File: config.mk
export PLATFORM = sky130hd
export DESIGN_NAME = mod_addsub_serial
export DESIGN_NICKNAME = d
export VERILOG_FILES = /design/src/rtl/elliptic_curve_structs.sv /design/src/rtl/limb_addsub_cell.sv /design/src/rtl/mod_addsub_serial.sv
export SDC_FILE = /design/constraint.sdc
export NUM_CORES = 2
export LEC_CHECK = 0
export CORE_ASPECT_RATIO = 0.75
export CORE_UTILIZATION = 44
export CTS_BUF_LIST = sky130_fd_sc_hd__clkbuf_4 sky130_fd_sc_hd__clkbuf_8
export CTS_CLUSTER_DIAMETER = 100
export DETAILED_ROUTE_END_ITERATION = 16
export PLACE_DENSITY = 0.67
export SYNTH_ARGS = -nofsm -noshare
export SYNTH_HDL_FRONTEND = slang
export SYNTH_SLANG_ARGS = --single-unit
File: constraint.sdc
create_clock -name clk -period 5.05 [get_ports clk]
set_input_delay 0.505 -clock clk [delete_from_list [all_inputs] [get_ports clk]]
set_output_delay 0.505 -clock clk [all_outputs]
set_load 0.01 [all_outputs]
File: src/rtl/elliptic_curve_structs.sv
// ============================================================================
// elliptic_curve_structs : curve constants, datapath defaults, FSM state type
// Rev 1.1 - limb-serial add/sub state enum and width/limb defaults
// ============================================================================
`default_nettype none

package elliptic_curve_structs;

  localparam int DEFAULT_WIDTH = 256;
  localparam int DEFAULT_LIMB  = 32;

  // secp256k1 field prime: 2^256 - 2^32 - 977
  localparam logic [255:0] SECP256K1_P =
    256'hFFFFFFFF_FFFFFFFF_FFFFFFFF_FFFFFFFF_FFFFFFFF_FFFFFFFF_FFFFFFFE_FFFFFC2F;

  typedef struct packed {
    logic [255:0] n;
  } curve_params_t;

  localparam curve_params_t CURVE_PARAMS = '{n: SECP256K1_P};

  typedef enum logic [1:0] {
    IDLE = 2'd0,
    RUN  = 2'd1,
    FIN  = 2'd2
  } addsub_state_e;

  function automatic int cnt_width(input int count);
    return (count > 1) ? $clog2(count) : 1;
  endfunction

endpackage

`default_nettype wire

File: src/rtl/limb_addsub_cell.sv
// ============================================================================
// limb_addsub_cell : one limb of the two chained add/sub carry chains
// Rev 1.0
// ============================================================================
`default_nettype none

module limb_addsub_cell #(
  parameter int LIMB = 32
) (
  input  logic [LIMB-1:0] a_l,
  input  logic [LIMB-1:0] b_l,
  input  logic [LIMB-1:0] n_l,
  input  logic            op,
  input  logic            c1_in,
  input  logic            c2_in,
  output logic [LIMB-1:0] t1_l,
  output logic [LIMB-1:0] t2_l,
  output logic            c1_out,
  output logic            c2_out
);

  logic [LIMB:0] s1;
  logic [LIMB:0] s2;

  // The extra top bit is the carry (add) or the borrow (subtract).
  always_comb begin
    s1 = '0;
    s2 = '0;
    if (!op) begin
      s1 = {1'b0, a_l} + {1'b0, b_l} + {{LIMB{1'b0}}, c1_in};
    end else begin
      s1 = {1'b0, a_l} - {1'b0, b_l} - {{LIMB{1'b0}}, c1_in};
    end
    t1_l   = s1[LIMB-1:0];
    c1_out = s1[LIMB];

    if (!op) begin
      s2 = {1'b0, t1_l} - {1'b0, n_l} - {{LIMB{1'b0}}, c2_in};
    end else begin
      s2 = {1'b0, t1_l} + {1'b0, n_l} + {{LIMB{1'b0}}, c2_in};
    end
    t2_l   = s2[LIMB-1:0];
    c2_out = s2[LIMB];
  end

endmodule

`default_nettype wire

File: src/rtl/mod_addsub_serial.sv
// ============================================================================
// mod_addsub_serial : limb-serial (a +/- b) mod n with start/done handshake
// Rev 1.0
// ============================================================================
`default_nettype none

module mod_addsub_serial
  import elliptic_curve_structs::*;
#(
  parameter int WIDTH = DEFAULT_WIDTH,
  parameter int LIMB  = DEFAULT_LIMB
) (
  input  logic             clk,
  input  logic             rst_n,
  input  logic             start,
  input  logic             op,
  input  logic [WIDTH-1:0] a,
  input  logic [WIDTH-1:0] b,
  input  logic [WIDTH-1:0] n,
  output logic             busy,
  output logic             done,
  output logic [WIDTH-1:0] result
);

  localparam int NLIMBS = WIDTH / LIMB;
  localparam int CNT_W  = cnt_width(NLIMBS);
  localparam logic [CNT_W-1:0] LAST_LIMB = CNT_W'(NLIMBS - 1);

  addsub_state_e    state_q, state_d;
  logic [CNT_W-1:0] cnt_q, cnt_d;
  logic             op_q, op_d;
  logic             c1_q, c1_d;
  logic             c2_q, c2_d;
  logic [WIDTH-1:0] a_q, a_d;
  logic [WIDTH-1:0] b_q, b_d;
  logic [WIDTH-1:0] n_q, n_d;
  logic [WIDTH-1:0] t1_q, t1_d;
  logic [WIDTH-1:0] t2_q, t2_d;
  logic [WIDTH-1:0] result_q, result_d;
  logic             done_q, done_d;

  logic [LIMB-1:0]       t1_l, t2_l;
  logic                  c1_out, c2_out;
  logic [WIDTH+LIMB-1:0] t1_cat, t2_cat;
  logic                  use_t2;

  // Operands shift right each RUN cycle, so the cell always sees limb 0.
  limb_addsub_cell #(
    .LIMB (LIMB)
  ) u_cell (
    .a_l    (a_q[LIMB-1:0]),
    .b_l    (b_q[LIMB-1:0]),
    .n_l    (n_q[LIMB-1:0]),
    .op     (op_q),
    .c1_in  (c1_q),
    .c2_in  (c2_q),
    .t1_l   (t1_l),
    .t2_l   (t2_l),
    .c1_out (c1_out),
    .c2_out (c2_out)
  );

  assign t1_cat = {t1_l, t1_q};
  assign t2_cat = {t2_l, t2_q};

  // Add: wrapped sum (c1) or no borrow against n (!c2) means t1 >= n.
  // Sub: a borrow means a < b, so the n-corrected value is the answer.
  assign use_t2 = op_q ? c1_q : (c1_q | ~c2_q);

  always_comb begin
    state_d  = state_q;
    cnt_d    = cnt_q;
    op_d     = op_q;
    c1_d     = c1_q;
    c2_d     = c2_q;
    a_d      = a_q;
    b_d      = b_q;
    n_d      = n_q;
    t1_d     = t1_q;
    t2_d     = t2_q;
    result_d = result_q;
    done_d   = 1'b0;

    case (state_q)
      IDLE: begin
        if (start) begin
          a_d     = a;
          b_d     = b;
          n_d     = n;
          op_d    = op;
          cnt_d   = '0;
          c1_d    = 1'b0;
          c2_d    = 1'b0;
          state_d = RUN;
        end
      end
      RUN: begin
        c1_d  = c1_out;
        c2_d  = c2_out;
        a_d   = a_q >> LIMB;
        b_d   = b_q >> LIMB;
        n_d   = n_q >> LIMB;
        t1_d  = t1_cat[WIDTH+LIMB-1:LIMB];
        t2_d  = t2_cat[WIDTH+LIMB-1:LIMB];
        cnt_d = cnt_q + CNT_W'(1);
        if (cnt_q == LAST_LIMB) begin
          state_d = FIN;
        end
      end
      FIN: begin
        result_d = use_t2 ? t2_q : t1_q;
        done_d   = 1'b1;
        state_d  = IDLE;
      end
      default: begin
        state_d = IDLE;
      end
    endcase
  end

  always_ff @(posedge clk or negedge rst_n) begin
    if (!rst_n) begin
      state_q  <= IDLE;
      cnt_q    <= '0;
      op_q     <= 1'b0;
      c1_q     <= 1'b0;
      c2_q     <= 1'b0;
      a_q      <= '0;
      b_q      <= '0;
      n_q      <= '0;
      t1_q     <= '0;
      t2_q     <= '0;
      result_q <= '0;
      done_q   <= 1'b0;
    end else begin
      state_q  <= state_d;
      cnt_q    <= cnt_d;
      op_q     <= op_d;
      c1_q     <= c1_d;
      c2_q     <= c2_d;
      a_q      <= a_d;
      b_q      <= b_d;
      n_q      <= n_d;
      t1_q     <= t1_d;
      t2_q     <= t2_d;
      result_q <= result_d;
      done_q   <= done_d;
    end
  end

  assign busy   = (state_q == RUN) || (state_q == FIN);
  assign done   = done_q;
  assign result = result_q;

endmodule

`default_nettype wire

==> results.py <==
metrics = {
    "critical_path": {
        "timing.rr.start": "b_q[0]$_DFFE_PN0P_",
        "worstPathRequired_ps": 5940,
        "end_kind": "flop",
        "cp.arrival_ps": 6420,
        "worst-setup-path-type": "reg -> reg",
        "crit_path_max_fanout": 7,
        "reg2reg_setup_slack_ps": -480,
        "startpoint_type": "flop",
        "crit_start": "b_q[0]$_DFFE_PN0P_",
        "rr_worst_depth": 24,
        "r2r_end": "t2_q[254]$_DFFE_PN0P_",
    },
    "cells_and_area": {
        "final_nets": 9159,
        "nFillCells": 14100,
        "drive_gt1_share_pct": 17.7,
        "register_area_mm2": 0.0387,
        "area_delta_synth_final_pct": 29.5,
        "multi_input_area_mm2": 0.0324,
    },
    "grt": {
        "grt-ovfl-total": 0,
        "grt_pass1_wl_mm": 368,
        "grt.total_usage_pct": 29.5,
        "grt_pass1_vias": 56700,
        "antenna_found_initial": 92,
        "grt_max_degree": 192,
    },
    "timing": {
        "slew_violations": 0,
        "hold_viol_final": 0,
        "worst_slack_ps": -478,
        "setup-tns-final_ps": -4130,
        "worst_pin_slew_ps": 1240,
        "whs_ps": 90.3,
        "finalCriticalPeriod_ps": 5530,
        "rsz0062_at_grt": "true",
        "layout_worst_path_cycle_share_pct": 109,
        "max_freq_mhz": 181,
        "setup_violations": 17,
        "slew_headroom_pct": 17.5,
        "fin_skew_ps": 73.2,
    },
    "yosys": {
        "ys_seq_elements": 1545,
        "ys_types": 78,
        "postSynthAreaPerCell_um2": 10.5,
        "netlist_instances": 6905,
        "async_flop_share_pct": 100,
        "yosysWarnings": 0,
        "synth_edf_count": 0,
        "syn-cell-area_mm2": 0.0726,
        "ys_seq_area_share_pct": 53.3,
        "syn_nets": 7874,
        "ys.flop_type": "dfrtp_1",
    },
    "drt": {
        "dr.pass1.iters": 5,
        "drtIter0Drc": 4386,
        "wire_per_inst_um": 23.5,
        "post-route-drc-count": 0,
        "wirelength_mm": 249,
        "ant_nets": 0,
        "vias": 56600,
        "via_per_inst": 5.35,
    },
    "clocking": {
        "cts_buffer_depth": 3,
        "cts_tree": "built",
        "cts_made_buffers": 238,
        "clk_pin_slew_worst_paths_ps": 70,
        "cts_root_buf": "clkbuf_8",
        "clk_latency_ps": 1010,
        "htree_levels": 4,
        "clkSinkCount": 1545,
    },
    "worst_hold_path": {
        "hp-start": "a[236]",
        "min_path_cells": 2,
        "hold_path.class": "in -> reg",
        "holdPathEnd": "a_q[236]$_DFFE_PN0P_",
    },
    "placed_design": {
        "gp_congestion": 0.952,
        "portBuffers": 1029,
        "dp_hpwl_mm": 186,
    },
    "die": {
        "die_area_mm2": 0.167,
        "start_util_pct": 44.5,
        "die_y_um": 354,
        "die_w_um": 471,
        "rows": 128,
        "fp.coreArea_mm2": 0.163,
        "boundaryPins": 1030,
    },
    "status": {
        "status": "complete, but fails checks",
        "violations": "setup timing",
    },
    "run": {
        "cap_violations": 0,
    },
}
-- layer usage --
layer	track usage, %	vias up	part of all wire, %
li1	-	26700	-
met1	37.9	28000	42
met2	47.0	1521	47
met3	7.14	411	6.3
met4	14.2	30	4.6
met5	0	-	0.084
-- registers in the layout, indices dropped and copies added (netlist names) --
signal	flops
result	256
state_q	2
n_q	256
t1_q	256
c1_q	1
done	1
op_q	1
c2_q	1
a_q	256
cnt_q	3
b_q	256
t2_q	256
-- repair_timing --
| item | CTS | global route |
|---|---|---|
| pin swaps | 40 | 24 |
| gates resized for setup | 102 | 32 |
| endpoints found under the hold margin | 100 | 0 |
| setup buffers | 12 | 6 |
| hold buffers | 2 | 0 |
| endpoints found under the setup margin | 21 | 22 |
-- worst max-delay path by stage --
stage,slack (ps),to
6_report,-480,t2_q[254]$_DFFE_PN0P_
5_1_grt,-730,t2_q[255]$_DFFE_PN0P_
4_1_cts,-440,t2_q[254]$_DFFE_PN0P_
3_5_place_dp,-750,t2_q[255]$_DFFE_PN0P_
3_3_place_gp,-680,c2_q$_DFFE_PN0P_
2_1_floorplan,-130,c2_q$_DFFE_PN0P_
-- layout by cell type (no fill, tap or decap), drive strengths merged, types with 9 or more instances in the layout --
cell	instances
inv	193
nor2	374
a211oi	13
a41oi	9
clkinv	31
o21ai	738
xnor2	73
o211ai	9
a31oi	282
ha	189
a22o	100
nand2	1275
nor3	17
and3	18
clkbuf	371
nand2b	18
mux2i	690
mux2	469
buf	462
xor2	30
a21o	55
dfrtp	1545
o21a	15
a21oi	137
or3	11
nor2b	10
o21bai	15
o31ai	18
clkdlybuf4s50	1028
nand3	19
diode	60
and2	12
-- cells in the mapped netlist (all sizes together) (9+ instances only) --
library cell / count / area [um2]
xor2: 30 / 263
xnor2: 73 / 639
a211oi: 13 / 97.6
a31oi: 282 / 1760
nand3: 19 / 95.1
nor2: 374 / 1400
mux2i: 690 / 6910
clkbuf: 415 / 1560
nor3: 17 / 85.1
o21bai: 15 / 113
nand2: 1275 / 4790
nand2b: 18 / 113
mux2: 469 / 5290
o21a: 15 / 113
o21ai: 738 / 3690
a21oi: 137 / 686
a41oi: 9 / 78.8
o31ai: 18 / 135
or3: 11 / 68.8
inv: 183 / 687
dfrtp: 1545 / 38700
buf: 32 / 121
nor2b: 10 / 62.6
a21o: 55 / 413
o211ai: 9 / 67.6
a22o: 100 / 876
and2: 12 / 75.1
ha: 189 / 2360
and3: 18 / 113
-- worst max-delay path: stages, from the launching register on --
cell,delay [ps]
dfrtp_1,400
fa_2,240
inv_2,40
fa_2,350
o21ba_4,210
or4_4,450
a211o_4,370
a2111o_1,510
nand2_2,140
a31oi_4,110
buf_4,180
o21ai_1,170
xnor2_1,170
mux2i_1,130
ha_1,320
buf_4,170
nand3_1,90
nor2_1,60
and2_1,170
a2111oi_1,370
a21oi_1,150
a41oi_2,210
xnor2_1,140
o22ai_1,100
a21oi_1,170
-- logic make-up after synthesis --
kind of cell    after synthesis  synth area share (%)
compound gates             1476                  12.1
xor+xnor                    103                  1.24
fa+ha+maj                   197                  3.48
buf+inv                     631                  3.27
flops                      1545                  53.3
mux                        1159                  16.8
simple gates               1794                  9.78
-- stage by stage --
| step | setup WS [ps] | utilization (%) | std cells | area (um2) |
|---|---|---|---|---|
| 6_report | -478 | 57.6 | 10600 | 94000 |
| 5_1_grt | -727 | 57.6 | 10600 | 94000 |
| 4_1_cts | -440 | 57.4 | 10500 | 93600 |
| 3_5_place_dp | -750 | 53.8 | 10100 | 87800 |
| 3_3_place_gp | -685 | 53.8 | 10100 | 87800 |
| 2_1_floorplan | -135 | - | 6905 | 72600 |
-- layout make-up --
class                      count  share of cell area, %
timing repair buffer        1492                   15.2
antenna                       60                  0.160
sequential                  1545                   41.1
tap                         2145                   2.86
clock inverter                50                  0.573
inverter                     184                  0.735
clock buffer                 371                   4.94
multi-input combinational   4729                   34.4
Power is not shown: default switching activity piles up to over one toggle a cycle in this logic, so the estimate is an artifact.
